--- config.mk ---
export PLATFORM = sky130hd
export DESIGN_NAME = xadc_scan_reader
export DESIGN_NICKNAME = d
export VERILOG_FILES = /design/src/rtl/xadc_pkg.sv /design/src/rtl/xadc_scan_reader.sv
export SDC_FILE = /design/constraint.sdc
export NUM_CORES = 1
export LEC_CHECK = 0
export CAP_MARGIN = 10
export CORE_MARGIN = 4
export CORE_UTILIZATION = 54
export CTS_CLUSTER_SIZE = 12
export DETAILED_ROUTE_END_ITERATION = 8
export PLACE_DENSITY = 0.8
export SYNTH_ARGS = -nofsm -noshare
export SYNTH_HDL_FRONTEND = slang
export SYNTH_SLANG_ARGS = --single-unit
--- constraint.sdc ---
create_clock -name clk_i -period 3 [get_ports clk_i]
set_clock_uncertainty 0.2 [all_clocks]
set_input_delay 0.6 -clock clk_i [delete_from_list [all_inputs] [get_ports clk_i]]
set_output_delay 0.6 -clock clk_i [all_outputs]
set_load 0.05 [all_outputs]
--- src/rtl/xadc_pkg.sv ---
// Shared definitions for the XADC DRP scan reader: status register
// addresses, FSM state encoding and channel-address table lookup.
// Pure declarations; no timing or flow-control behaviour of its own.
package xadc_pkg;

    // DRP status register addresses
    localparam logic [6:0] ADDR_TEMP  = 7'h00;
    localparam logic [6:0] ADDR_VAUX6 = 7'h16;
    localparam logic [6:0] ADDR_VAUX7 = 7'h17;

    // Upper bound on channels per scan; sizes the address-table argument
    localparam int MAX_CH = 8;

    typedef enum logic [1:0] {
        ST_IDLE,
        ST_REQ,
        ST_WAIT,
        ST_OUT
    } state_e;

    // Entry k of a packed 7-bit address table (entry 0 in the LSBs).
    // Callers zero-extend their table to MAX_CH entries.
    function automatic logic [6:0] ch_addr(input logic [7*MAX_CH-1:0] tbl,
                                           input logic [31:0]         k);
        return tbl[7*k +: 7];
    endfunction

endpackage

--- src/rtl/xadc_scan_reader.sv ---
// Purpose : on each eoc pulse, DRP-read NUM_CH status registers in order,
//           average each over 2^AVG_LOG2 scans and stream results out.
// Latency : eoc -> den 1 cycle; final-scan drdy -> valid_o 1 cycle;
//           ready_i -> next den 1 cycle.
// Backpr. : valid_o/data_o/ch_o hold while ready_i=0; no further DRP
//           request is issued until the result is accepted.
//
// Ports:
//   clk_i, reset_ni          DRP clock, async active-low reset
//   eoc_i                    end-of-conversion, starts a scan when idle
//   drp_den_o/drp_daddr_o    DRP read request (den is a 1-cycle pulse)
//   drp_drdy_i/drp_do_i      DRP read response
//   data_o/ch_o/valid_o/ready_i   result stream
//   busy_o                   scan in progress
//   overrun_o                sticky: eoc arrived while busy
//   timeout_o                1-cycle pulse when the DRP fails to answer
module xadc_scan_reader
    import xadc_pkg::*;
#(
    parameter int                  NUM_CH    = 2,
    parameter logic [7*NUM_CH-1:0] CH_ADDR   = {7'h17, 7'h16},
    parameter int                  ADC_WIDTH = 12,
    parameter int                  AVG_LOG2  = 0,
    parameter int                  TIMEOUT   = 64,
    localparam int                 CH_W      = (NUM_CH > 1) ? $clog2(NUM_CH) : 1
) (
    input  logic                 clk_i,
    input  logic                 reset_ni,
    input  logic                 eoc_i,
    output logic                 drp_den_o,
    output logic [6:0]           drp_daddr_o,
    input  logic                 drp_drdy_i,
    input  logic [15:0]          drp_do_i,
    output logic [ADC_WIDTH-1:0] data_o,
    output logic [CH_W-1:0]      ch_o,
    output logic                 valid_o,
    input  logic                 ready_i,
    output logic                 busy_o,
    output logic                 overrun_o,
    output logic                 timeout_o
);

    localparam int ACC_W  = ADC_WIDTH + AVG_LOG2;
    localparam int SCAN_W = (AVG_LOG2 > 0) ? AVG_LOG2 : 1;
    localparam int TMO_W  = $clog2(TIMEOUT);

    localparam logic [CH_W-1:0]     CH_LAST   = CH_W'(NUM_CH - 1);
    localparam logic [SCAN_W-1:0]   SCAN_LAST = SCAN_W'((1 << AVG_LOG2) - 1);
    localparam logic [TMO_W-1:0]    TMO_LAST  = TMO_W'(TIMEOUT - 1);
    localparam logic [7*MAX_CH-1:0] ADDR_TBL  = (7*MAX_CH)'(CH_ADDR);

    state_e                state_q, state_d;
    logic [CH_W-1:0]       ch_q, ch_d;
    logic [SCAN_W-1:0]     scan_q, scan_d;
    logic [ACC_W-1:0]      acc_q [NUM_CH];
    logic [ACC_W-1:0]      acc_d [NUM_CH];
    logic [TMO_W-1:0]      tmo_q, tmo_d;
    logic [ADC_WIDTH-1:0]  data_q, data_d;
    logic [CH_W-1:0]       cho_q, cho_d;
    logic [6:0]            daddr_q, daddr_d;
    logic                  overrun_q, overrun_d;

    logic                  tmo_pulse;
    logic [ADC_WIDTH-1:0]  sample;
    logic [ACC_W-1:0]      acc_sel;
    logic [ACC_W-1:0]      sum;
    logic [6:0]            cur_addr;
    logic                  unused_do;

    // Result is the top ADC_WIDTH bits of the DRP word; the low bits are
    // intentionally discarded.
    assign sample    = drp_do_i[15 -: ADC_WIDTH];
    assign unused_do = ^drp_do_i;

    assign cur_addr = ch_addr(ADDR_TBL, {{(32-CH_W){1'b0}}, ch_q});

    // Accumulator of the channel being read. Width ACC_W cannot overflow:
    // at most 2^AVG_LOG2 samples of ADC_WIDTH bits are summed.
    always_comb begin
        acc_sel = '0;
        for (int k = 0; k < NUM_CH; k++) begin
            if (ch_q == CH_W'(k)) begin
                acc_sel = acc_q[k];
            end
        end
    end

    assign sum = acc_sel + ACC_W'(sample);

    always_comb begin
        state_d   = state_q;
        ch_d      = ch_q;
        scan_d    = scan_q;
        acc_d     = acc_q;
        tmo_d     = tmo_q;
        data_d    = data_q;
        cho_d     = cho_q;
        daddr_d   = daddr_q;
        overrun_d = overrun_q | (eoc_i && (state_q != ST_IDLE));
        tmo_pulse = 1'b0;

        case (state_q)
            ST_IDLE: begin
                if (eoc_i) begin
                    ch_d    = '0;
                    state_d = ST_REQ;
                end
            end

            ST_REQ: begin
                daddr_d = cur_addr;
                tmo_d   = '0;
                state_d = ST_WAIT;
            end

            ST_WAIT: begin
                if (drp_drdy_i) begin
                    if (scan_q != SCAN_LAST) begin
                        // Intermediate scan: fold sample into accumulator
                        for (int k = 0; k < NUM_CH; k++) begin
                            if (ch_q == CH_W'(k)) begin
                                acc_d[k] = sum;
                            end
                        end
                        if (ch_q == CH_LAST) begin
                            scan_d  = scan_q + 1'b1;
                            state_d = ST_IDLE;
                        end else begin
                            ch_d    = ch_q + 1'b1;
                            state_d = ST_REQ;
                        end
                    end else begin
                        // Final scan: emit average, free accumulator
                        data_d = sum[AVG_LOG2 +: ADC_WIDTH];
                        cho_d  = ch_q;
                        for (int k = 0; k < NUM_CH; k++) begin
                            if (ch_q == CH_W'(k)) begin
                                acc_d[k] = '0;
                            end
                        end
                        state_d = ST_OUT;
                    end
                end else if (tmo_q == TMO_LAST) begin
                    // DRP never answered: drop the whole averaging window
                    tmo_pulse = 1'b1;
                    for (int k = 0; k < NUM_CH; k++) begin
                        acc_d[k] = '0;
                    end
                    scan_d  = '0;
                    state_d = ST_IDLE;
                end else begin
                    tmo_d = tmo_q + 1'b1;
                end
            end

            ST_OUT: begin
                if (ready_i) begin
                    if (ch_q == CH_LAST) begin
                        scan_d  = '0;
                        state_d = ST_IDLE;
                    end else begin
                        ch_d    = ch_q + 1'b1;
                        state_d = ST_REQ;
                    end
                end
            end

            default: begin
                state_d = ST_IDLE;
            end
        endcase
    end

    always_ff @(posedge clk_i or negedge reset_ni) begin
        if (!reset_ni) begin
            state_q   <= ST_IDLE;
            ch_q      <= '0;
            scan_q    <= '0;
            tmo_q     <= '0;
            data_q    <= '0;
            cho_q     <= '0;
            daddr_q   <= '0;
            overrun_q <= 1'b0;
            for (int k = 0; k < NUM_CH; k++) begin
                acc_q[k] <= '0;
            end
        end else begin
            state_q   <= state_d;
            ch_q      <= ch_d;
            scan_q    <= scan_d;
            tmo_q     <= tmo_d;
            data_q    <= data_d;
            cho_q     <= cho_d;
            daddr_q   <= daddr_d;
            overrun_q <= overrun_d;
            acc_q     <= acc_d;
        end
    end

    // Address is driven live during REQ and then held by daddr_q.
    assign drp_den_o   = (state_q == ST_REQ);
    assign drp_daddr_o = (state_q == ST_REQ) ? cur_addr : daddr_q;
    assign valid_o     = (state_q == ST_OUT);
    assign busy_o      = (state_q != ST_IDLE);
    assign data_o      = data_q;
    assign ch_o        = cho_q;
    assign overrun_o   = overrun_q;
    assign timeout_o   = tmo_pulse;

endmodule

==> impl_metrics.csv, run 1 <==
group,metric,value,unit
outcome,run_status,"completed",
timing,fin_setup_tns,0,ns
route,route.detailed.vias_per_inst,5.644,
setup_path,critical_path.reg2reg.startpoint,"ch_q",
power,sw_frac_of_total,42.90,%
grt,grt_pass1_vias,2319,
setup_path,r2r_cells,8,
timing,slew_viol_final,0,
floorplan,die_outline_area,0.006908,sq mm
route,first_iteration_detailed_routing_drc_count,161,
yosys,postSynthRegisterBits,55,
route,drcViolationCount,0,
timing,worst_pin_slew,0.6853,ns
place,placedInstanceArea,0.003568,sq mm
setup_path,critical_path_class,"reg -> reg",
floorplan,std_cell_rows,27,
setup_path,crit_path_max_incr_delay,0.58,ns
route,totalWireLength,6355,um
layout,n_antenna_cell,0,
clock_network,clock_sinks,55,
setup_path,timing.critical_path.from_type,"flop",
timing,achievable-frequency,357.7,MHz
yosys,synth_edf_count,0,
floorplan,placeableCoreArea,0.005473,sq mm
yosys,count_of_warnings_emitted_by_yosys,0,
yosys,synth_commonest_cells,"sky130_fd_sc_hd__dfrtp_1 (55), sky130_fd_sc_hd__nand2_1 (42), sky130_fd_sc_hd__o31ai_1 (20)",
timing,finalSetupViolCount,0,
yosys,netlist_area,0.003047,sq mm
grt,initial_antenna_violation_count,0,
yosys,async_flop_share,100.0,%
grt,track_usage,19.09,%
power,combPwrFrac,47.0,%
setup_path,setup.worst_path.end_class,"flop",
route,ant_nets,0,
setup_path,critical_path.reg2reg.endpoint,"acc_q[9]",
power,power,2.746,mW
power,share_clk_of_total_power,17.9,%
timing,fin_crit_sh,93.19,%
power,p_per_area,742.9,mW/mm^2
yosys,synth.lib_cells_used.distinct,53,
yosys,synth_largest_type_area_fraction,45.17,%
clock_network,htree_num_levels,2,
setup_path,critPathMaxFanout,8,
place,gpl.final_weighted_congestion,0.8442,
place,placement.io_buffers,41,
clock_network,clkLatencyLatePin,0.30,ns
setup_path,worst_setup_path_startpoint,"ch_q",
power,net_load_switching_power,1.178,mW
grt,first_pass_grt_wire_length,10980,um
layout,filler_cell_count,440,
layout,flow.area_growth_from_synthesis,21.31,%
timing,relSlewSlack,54.32,%
route,via_count,2359,
power,p_seq_share,35.1,%
clock_network,postCtsSetupBuffers,0,
place,place.detailed.hpwl,4689,um
power,power_internal,1.568,mW
clock_network,clock-root-buffer,"sky130_fd_sc_hd__clkbuf_8",
layout,nNetsFinal,383,
run,drv_cap,0,
grt,grt_start_max_net_pins,56,
layout,stdcell_area,0.003696,sq mm
setup_path,critical_path_arrival,2.80,ns
floorplan,die_width,83.12,um
floorplan,ios,46,
layout,layout-drive-gt1-share,15.90,%
clock_network,cts_tree,"done",
floorplan,start_util,55.67,%
timing,finalHoldViolCount,0,
timing,final.min_clock_period,2.796,ns
power,leakage,1.723,nW
clock_network,cts-buffers-inserted,5,
clock_network,max-clock-path-buffers,2,
yosys,netlist_instances,298,
yosys,yosysSeqAreaShare,45.17,%
route,drt_pre_antenna_iters,4,
clock_network,clk_pin_slew_worst_paths,0.10,ns
yosys,syn-num-nets,336,
yosys,count_leader_synth,"sky130_fd_sc_hd__dfrtp_1",
setup_path,r2r_setup_slack,0.20,ns
power,ir_worst_vdd,0.0004999,V
floorplan,die_h,83.12,um
yosys,synth_top_cells_by_area,"sky130_fd_sc_hd__dfrtp_1 (45%), sky130_fd_sc_hd__ha_1 (6.6%), sky130_fd_sc_hd__mux2_2 (5.9%)",
hold_path,hold_path_class,"in -> async",
setup_path,worstPathCellList,"buf_4 > mux2_2 > ha_1 > a21o_1 > a21oi_4 > a21oi_2 > o21a_4 > o41ai_2",
setup_path,critical_path.endpoint,"acc_q[9]",
yosys,yosys_most_used_dff,"sky130_fd_sc_hd__dfrtp_1",
grt,gr-total-overflow,0,
yosys,post_synth.cell_area_avg,10.22,sq um
timing,rsz0062_at_grt,"false",
setup_path,worst_path_max_delay_cell,"sky130_fd_sc_hd__dfrtp_1",
yosys,synth_top_cell_by_area,"sky130_fd_sc_hd__dfrtp_1",
setup_path,cp.required,3.00,ns
route,routed_wire_length_per_instance,15.20,um
[cells by family (layout without fill, tap and decap cells)]
| family | count (synthesis) | in the layout | synth area share (%) |
|---|---|---|---|
| compound gates | 90 | 90 | 20.86 |
| simple gates | 86 | 86 | 14.17 |
| flops | 55 | 55 | 45.17 |
| buf+inv | 24 | 72 | 3.696 |
| mux | 18 | 18 | 6.571 |
| fa+ha+maj | 17 | 17 | 7.228 |
| xor+xnor | 8 | 8 | 2.300 |
[registers in the layout, summed over array words and instances (netlist names)]
name	flops
scan_q	1
data_o	12
tmo_q	6
overrun_o	1
acc_q	24
ch_q	1
state_q	2
daddr_q	7
ch_o	1
[power groups by stage]
stage	Clock, mW	Combinational, mW	Sequential, mW
2_1_floorplan	0	0.616	1.23
3_3_place_gp	0	1.28	0.973
3_5_place_dp	0	1.29	0.978
4_1_cts	0.505	1.30	0.966
5_1_grt	0.539	1.39	0.983
6_report	0.492	1.29	0.963
[cells in the final DEF, fill, tap and decap left out, types with 2 or more instances in the layout]
cell type	instances
sky130_fd_sc_hd__a21o_1	7
sky130_fd_sc_hd__a21oi_1	19
sky130_fd_sc_hd__a21oi_2	2
sky130_fd_sc_hd__a22o_1	2
sky130_fd_sc_hd__a31oi_1	2
sky130_fd_sc_hd__and3_1	2
sky130_fd_sc_hd__buf_4	13
sky130_fd_sc_hd__clkbuf_8	5
sky130_fd_sc_hd__clkdlybuf4s50_1	32
sky130_fd_sc_hd__dfrtp_1	55
sky130_fd_sc_hd__dlymetal6s2s_1	6
sky130_fd_sc_hd__ha_1	16
sky130_fd_sc_hd__inv_1	11
sky130_fd_sc_hd__mux2_2	16
sky130_fd_sc_hd__mux2i_1	2
sky130_fd_sc_hd__nand2_1	42
sky130_fd_sc_hd__nand2b_1	3
sky130_fd_sc_hd__nand3_1	4
sky130_fd_sc_hd__nand4_1	5
sky130_fd_sc_hd__nor2_1	8
sky130_fd_sc_hd__nor2b_1	7
sky130_fd_sc_hd__nor3_1	3
sky130_fd_sc_hd__o211ai_1	3
sky130_fd_sc_hd__o21a_1	2
sky130_fd_sc_hd__o21ai_0	18
sky130_fd_sc_hd__o31ai_1	20
sky130_fd_sc_hd__o41ai_2	2
sky130_fd_sc_hd__or2_2	3
sky130_fd_sc_hd__xnor2_1	3
sky130_fd_sc_hd__xor2_1	5
[final cells by class]
cell class                 count  area [sq um]  area share, %
multi-input combinational    219          1558          42.15
sequential                    55          1376          37.24
timing repair buffer          53         518.0          14.01
tap                           72         90.09          2.437
clock buffer                   5         68.82          1.862
clock inverter                 3         43.79          1.185
inverter                      11         41.29          1.117
[worst max-delay path: cells and delay by family, from the launching register on]
family,cells,cell delay [ns]
buf+inv,1,0.21
mux,1,0.33
compound gates,5,1.03
fa+ha+maj,1,0.34
flops,1,0.58
[repair_timing]
| action | in CTS | in global routing |
|---|---|---|
| endpoints found under the hold margin | 0 | 0 |
| gates resized for setup | 0 | 6 |
| hold buffers | 0 | 0 |
| endpoints found under the setup margin | 0 | 6 |
[layer usage]
layer / vias to the layer above / GRT usage, % / share of wire, %
li1: 1163 / - / -
met1: 1136 / 25.37 / 46
met2: 52 / 31.85 / 49
met3: 8 / 3.770 / 3.7
met4: 0 / 5.201 / 1.2
met5: - / 0 / 0
[stage by stage]
| stage | instances | hold WS (ns) | setup WS (ns) | util [%] |
|---|---|---|---|---|
| 3_3_place_gp | 410 | 0.2327 | 0.02962 | 65.20 |
| 3_5_place_dp | 410 | 0.2387 | -0.003538 | 65.20 |
| 2_1_floorplan | 298 | 0.1044 | 0.3959 | - |
| 6_report | 418 | 0.2017 | 0.2042 | 67.54 |
| 5_1_grt | 418 | 0.2765 | 0.03720 | 67.54 |
| 4_1_cts | 418 | 0.2389 | 0.03688 | 67.26 |
[how the worst min path moves through the flow]
| stage | start | to | slack (ns) | cells past startpoint |
|---|---|---|---|---|
| floorplan | reset_ni | acc_q[0] | 0.10 | 0 |
| global placement | daddr_q[2] | daddr_q[2] | 0.23 | 1 |
| detailed placement | daddr_q[4] | daddr_q[4] | 0.24 | 1 |
| CTS | reset_ni | data_o[11] | 0.24 | 2 |
| global route | reset_ni | data_o[11] | 0.28 | 2 |
| finish | reset_ni | data_o[7] | 0.20 | 2 |
Power figures use the tool's default switching activity.
==> run 2, diff against run 1 <==
--- a/config.mk
+++ b/config.mk
@@ -8,9 +8,11 @@
 export CAP_MARGIN = 10
 export CORE_MARGIN = 4
 export CORE_UTILIZATION = 54
+export CTS_CLUSTER_DIAMETER = 60
 export CTS_CLUSTER_SIZE = 12
 export DETAILED_ROUTE_END_ITERATION = 8
-export PLACE_DENSITY = 0.8
+export PLACE_DENSITY_LB_ADDON = 0.1
+export REMOVE_ABC_BUFFERS = 1
 export SYNTH_ARGS = -nofsm -noshare
 export SYNTH_HDL_FRONTEND = slang
 export SYNTH_SLANG_ARGS = --single-unit
==> impl_metrics.csv, run 2 (same netlist as run 1, synthesis figures left out) <==
group,metric,value,unit
setup_path,critPathMaxFanout,8,
clock_network,cts-buffers-inserted,5,
route,routed_wire_length_per_instance,15.55,um
clock_network,clock_sinks,55,
layout,layout.cells.most_common,"sky130_fd_sc_hd__dfrtp_1",
outcome,run_status,"completed",
power,ir_worst_vdd,0.0003987,V
route,via_count,2314,
timing,finalHoldViolCount,0,
clock_network,hold_buffers,0,
timing,worst_pin_slew,0.5624,ns
timing,final.min_clock_period,2.817,ns
setup_path,cp.required,2.20,ns
timing,slew_viol_final,0,
place,place.detailed.hpwl,4686,um
power,power,2.695,mW
layout,flow.area_growth_from_synthesis,20.57,%
clock_network,htree_num_levels,2,
run,drv_cap,0,
power,p_per_area,733.5,mW/mm^2
setup_path,critical_path.endpoint,"drp_den_o",
power,leakage,1.707,nW
layout,n_antenna_cell,0,
setup_path,timing.critical_path.from_type,"flop",
timing,worst_hold_slack,0.07753,ns
power,sw_frac_of_total,43.53,%
layout,largest_register,"acc_q",
timing,fin_crit_sh,93.90,%
timing,finalSetupViolCount,0,
layout,nNetsFinal,380,
clock_network,clkLatencyLatePin,0.30,ns
layout,max_ffs_per_register,24,
route,ant_nets,0,
power,combPwrFrac,48.4,%
setup_path,r2r_setup_slack,0.37,ns
power,share_clk_of_total_power,16.6,%
setup_path,critical_path_arrival,2.02,ns
clock_network,cts_tree,"done",
power,net_load_switching_power,1.173,mW
grt,gr-total-overflow,0,
place,placement.io_buffers,41,
floorplan,placeableCoreArea,0.005473,sq mm
floorplan,ios,46,
grt,track_usage,19.92,%
power,p_seq_share,35.0,%
timing,achievable-frequency,355.0,MHz
clock_network,postCtsSetupBuffers,0,
place,gpl.final_weighted_congestion,0.8445,
layout,layout-drive-gt1-share,14.87,%
floorplan,std_cell_rows,27,
layout,layout_common_cells,"sky130_fd_sc_hd__dfrtp_1 (55), sky130_fd_sc_hd__nand2_1 (42), sky130_fd_sc_hd__clkdlybuf4s50_1 (32)",
setup_path,critical_path_class,"reg -> out",
timing,relSlewSlack,62.51,%
floorplan,die_outline_area,0.006908,sq mm
setup_path,worst_setup_path_startpoint,"state_q[1]",
grt,first_pass_grt_wire_length,11440,um
hold_path,hold_path_class,"in -> async",
layout,filler_cell_count,467,
route,drcViolationCount,0,
grt,grt_pass1_vias,2378,
floorplan,die_width,83.12,um
route,first_iteration_detailed_routing_drc_count,94,
clock_network,max-clock-path-buffers,2,
grt,grt_start_max_net_pins,34,
clock_network,clock-root-buffer,"sky130_fd_sc_hd__clkbuf_8",
floorplan,die_h,83.12,um
setup_path,setup.worst_path.end_class,"output pin",
grt,initial_antenna_violation_count,0,
route,drt_pre_antenna_iters,4,
floorplan,start_util,55.67,%
route,totalWireLength,6452,um
setup_path,critical_path.reg2reg.endpoint,"acc_q[9]",
power,power_internal,1.522,mW
clock_network,clk_pin_slew_worst_paths,0.09,ns
setup_path,r2r_cells,8,
setup_path,critical_path.reg2reg.startpoint,"ch_q",
route,route.detailed.vias_per_inst,5.576,
timing,fin_setup_tns,0,ns
timing,rsz0062_at_grt,"false",
-- run 2: area by class of cell --
type | instances | area, sq um | area share [%]
inverter | 11 | 41.29 | 1.124
sequential | 55 | 1376 | 37.47
tap | 72 | 90.09 | 2.452
timing repair buffer | 50 | 508.0 | 13.83
clock buffer | 8 | 100.1 | 2.725
multi-input combinational | 219 | 1558 | 42.40
-- run 2: how the worst min path moves through the flow --
| stage | startpoint | end | slack, ns | depth (start not counted) |
|---|---|---|---|---|
| 6_report | reset_ni | daddr_q[1] | 0.08 | 1 |
| 5_1_grt | reset_ni | overrun_o | 0.11 | 1 |
| 4_1_cts | reset_ni | daddr_q[3] | 0.09 | 1 |
| 3_5_place_dp | daddr_q[2] | daddr_q[2] | 0.23 | 1 |
| 3_3_place_gp | daddr_q[1] | daddr_q[1] | 0.23 | 1 |
| 2_1_floorplan | reset_ni | acc_q[0] | 0.10 | 0 |
-- run 2: power by group through the flow --
stage	Clock [mW]	Sequential, mW	Combinational, mW
floorplan	0	1.26	0.558
detailed placement	0	0.960	1.31
CTS	0.457	0.946	1.31
global route	0.493	0.963	1.40
global placement	0	0.954	1.29
finish	0.446	0.943	1.31
-- run 2: critical path, cell delays in order (launching register included) --
cell,delay (ns)
sky130_fd_sc_hd__dfrtp_1,0.44
sky130_fd_sc_hd__inv_1,0.10
sky130_fd_sc_hd__ha_1,0.31
sky130_fd_sc_hd__clkdlybuf4s50_1,0.86
-- run 2: layer usage --
layer	GRT usage (%)	part of all wire, %	up-vias	routed length, um
li1	-	-	1156	-
met1	27.41	48	1113	3093
met2	32.87	48	39	3076
met3	3.472	3.5	6	228
met4	4.755	0.82	0	53
met5	0	0	-	0
-- run 2: timing repair --
action,4_1_cts,5_1_grt
resized for setup,0,6
endpoints found under the setup margin,0,6
endpoints found under the hold margin,0,0
-- run 2: through the flow --
stage	util, %	setup slack (ns)	instance area [sq um]	instances
2_1_floorplan	-	0.2802	2975	285
3_3_place_gp	65.02	0.04631	3558	407
3_5_place_dp	65.02	0.03173	3558	407
4_1_cts	66.85	0.04345	3659	415
5_1_grt	67.12	0.1070	3674	415
6_report	67.12	0.1829	3674	415
==> run 3, diff against run 2 <==
--- a/config.mk
+++ b/config.mk
@@ -13,6 +13,7 @@
 export DETAILED_ROUTE_END_ITERATION = 8
 export PLACE_DENSITY_LB_ADDON = 0.1
 export REMOVE_ABC_BUFFERS = 1
+export SLEW_MARGIN = 20
 export SYNTH_ARGS = -nofsm -noshare
 export SYNTH_HDL_FRONTEND = slang
 export SYNTH_SLANG_ARGS = --single-unit
==> results of run 3 <==
The final DEF is identical to that of run 2; final timing and power are the same.
==> variant: new RTL, flow settings as in run 1 <==
Re-encode `state_e` (4 states) as one-hot, 4 bits wide.
--- a/src/rtl/xadc_pkg.sv
+++ b/src/rtl/xadc_pkg.sv
@@ -11,11 +11,11 @@
     // Upper bound on channels per scan; sizes the address-table argument
     localparam int MAX_CH = 8;
 
-    typedef enum logic [1:0] {
-        ST_IDLE,
-        ST_REQ,
-        ST_WAIT,
-        ST_OUT
+    typedef enum logic [3:0] {
+        ST_IDLE = 4'b0001,
+        ST_REQ  = 4'b0010,
+        ST_WAIT = 4'b0100,
+        ST_OUT  = 4'b1000
     } state_e;
 
     // Entry k of a packed 7-bit address table (entry 0 in the LSBs).
Behaviour: no difference found for any inputs over 10 cycles, from zero or initial values and one cycle with reset_ni low; not proved beyond that.
==> variant against run 1 <==
The run now ends with negative hold slack left. Sequential cell count is 2 higher. Fmax is 2.2% lower. Clock power rose by 50%. Setup slack got worse by 0.064 ns. Design area is 6.5% higher. Area after synthesis is 0.12% higher. Utilization grew 3.9 points. Power decreased by 1.7%. Routed wire length grew 12%. Critical path depth is the same. Critical endpoint is now acc_q[18]. Largest power group unchanged. Highest routed layer unchanged.
==> variant: results (changes against run 1) <==
Post-synth ARST share: 1.00 (unchanged)
largest net degree at the start of global routing: 24 (-57%)
GRT met3 Usage: 0.0407 (+0.00298)
Synth top cells by count: dfrtp_1, nand2_1, o21ai_0
startpoint types: flip-flop
post-route cell area: 3940 µm² (+6.5%)
slowest stage delay, CP: 0.41 ns (-0.17 ns)
Crit-path slowest cell: dfrtp_1
dpl ws: -0.125 ns (-0.121 ns)
Fill cells: 416 (-5.5%)
Mapped Cells: 306 (+2.7%)
Placed Instance Area: 3710 µm² (+3.9%)
post-DP HPWL: 5.18 mm (+11%)
CP arrival: 2.88 ns (+0.08 ns)
reg2reg setup slack: 0.14 ns (-0.06 ns)
DRT iter0 DRCs: 232 (+44%)
worst setup path end: acc_q[18]
Seq. cell area: 1430 µm² (+3.7%)
Max Freq: 350 MHz (-2.2%)
Distinct cells, synth: 47 (-11%)
fraction of area in multi-input gates: 0.404 (-0.0171)
first-pass GRT wire length: 12.3 mm (+12%)
DR WL/cell: 16.2 µm (+6.5%)
clock buf count: 11 (+6)
status: finished with violations
clock-cell share of area: 0.0521 (+0.0217)
total wire length: 7.14 mm (+12%)
bufs w/o clock: 60 (+13%)
vias in the first global route: 2646 (+14%)
failing checks: negative hold slack
cts bufs inserted: 9 (+4)
GRT Util Overall: 0.222 (+0.0309)
met2 Use GR: 0.343 (+0.0241)
Syn Nets: 340 (+1.2%)
maximum VDD drop: 626 µV (+25%)
initial antenna violation count: 0 (unchanged)
Logic inverters: 2 (-9)
Final nets: 398 (+3.9%)
final hold violations: 2 (+2)
Placer Congestion: 0.920 (+8.9%)
Via density: 5.79 (+2.5%)
M1 GR Usage: 0.295 (+0.0412)
Lkg Pwr: 1.82 nW (+5.8%)
synth top area cells: dfrtp_1, mux2_2, nand2_1, ha_1, o21ai_0
Clock transition at path regs: 0.07 ns (-0.03 ns)
Port Buffers: 41 (unchanged)
Non-clock buffers, area share: 0.156 (+0.0159)
share of cells above drive strength 1: 0.203 (+0.0443)
H-tree Lvls: 3 (+1)
CP Max Fanout: 3 (-5)
Clk Latency, worst-skew pair: 0.34 ns (+0.04 ns)
Worst-Margin Slew: 0.543 ns (-0.143 ns)
multi-input gates: 234 (+6.8%)
tightest hold margin: -0.000495 ns (-0.202 ns)
Synth Register Bits: 57 (+3.6%)
sequential area share after synthesis: 0.468 (+0.0163)
dpl cells: 425 (+3.7%)
==> variant: power breakdown <==
| group | switching [W] | leakage [nW] | internal, W | total, W |
|---|---|---|---|---|
| combinational | 0.000612 | 0.951 | 0.000373 | 0.000985 |
| clock | 0.000314 | 0.109 | 0.000425 | 0.000740 |
| sequential | 0.0000841 | 0.763 | 0.000890 | 0.000974 |
==> variant: critical path, delay by kind of cell (launching register included) <==
family	cells	cell delay, ns
compound gates	2	0.55
flops	1	0.41
simple gates	1	0.08
xor+xnor	1	0.25
mux	2	0.63
fa+ha+maj	2	0.62
==> variant: cells by family (layout without fill, tap and decap cells) <==
kind of cell	count (synthesis)	after routing	share of synthesized area
mux	19	19	0.0697
fa+ha+maj	13	13	0.0558
flops	57	57	0.468
compound gates	77	77	0.172
simple gates	113	113	0.180
buf+inv	15	78	0.0193
xor+xnor	12	12	0.0345
==> variant: metal layers <==
layer,up-vias,share of wire
met2,81,0.49
met5,-,0
li1,1222,-
met1,1230,0.43
met4,0,0.029
met3,19,0.055
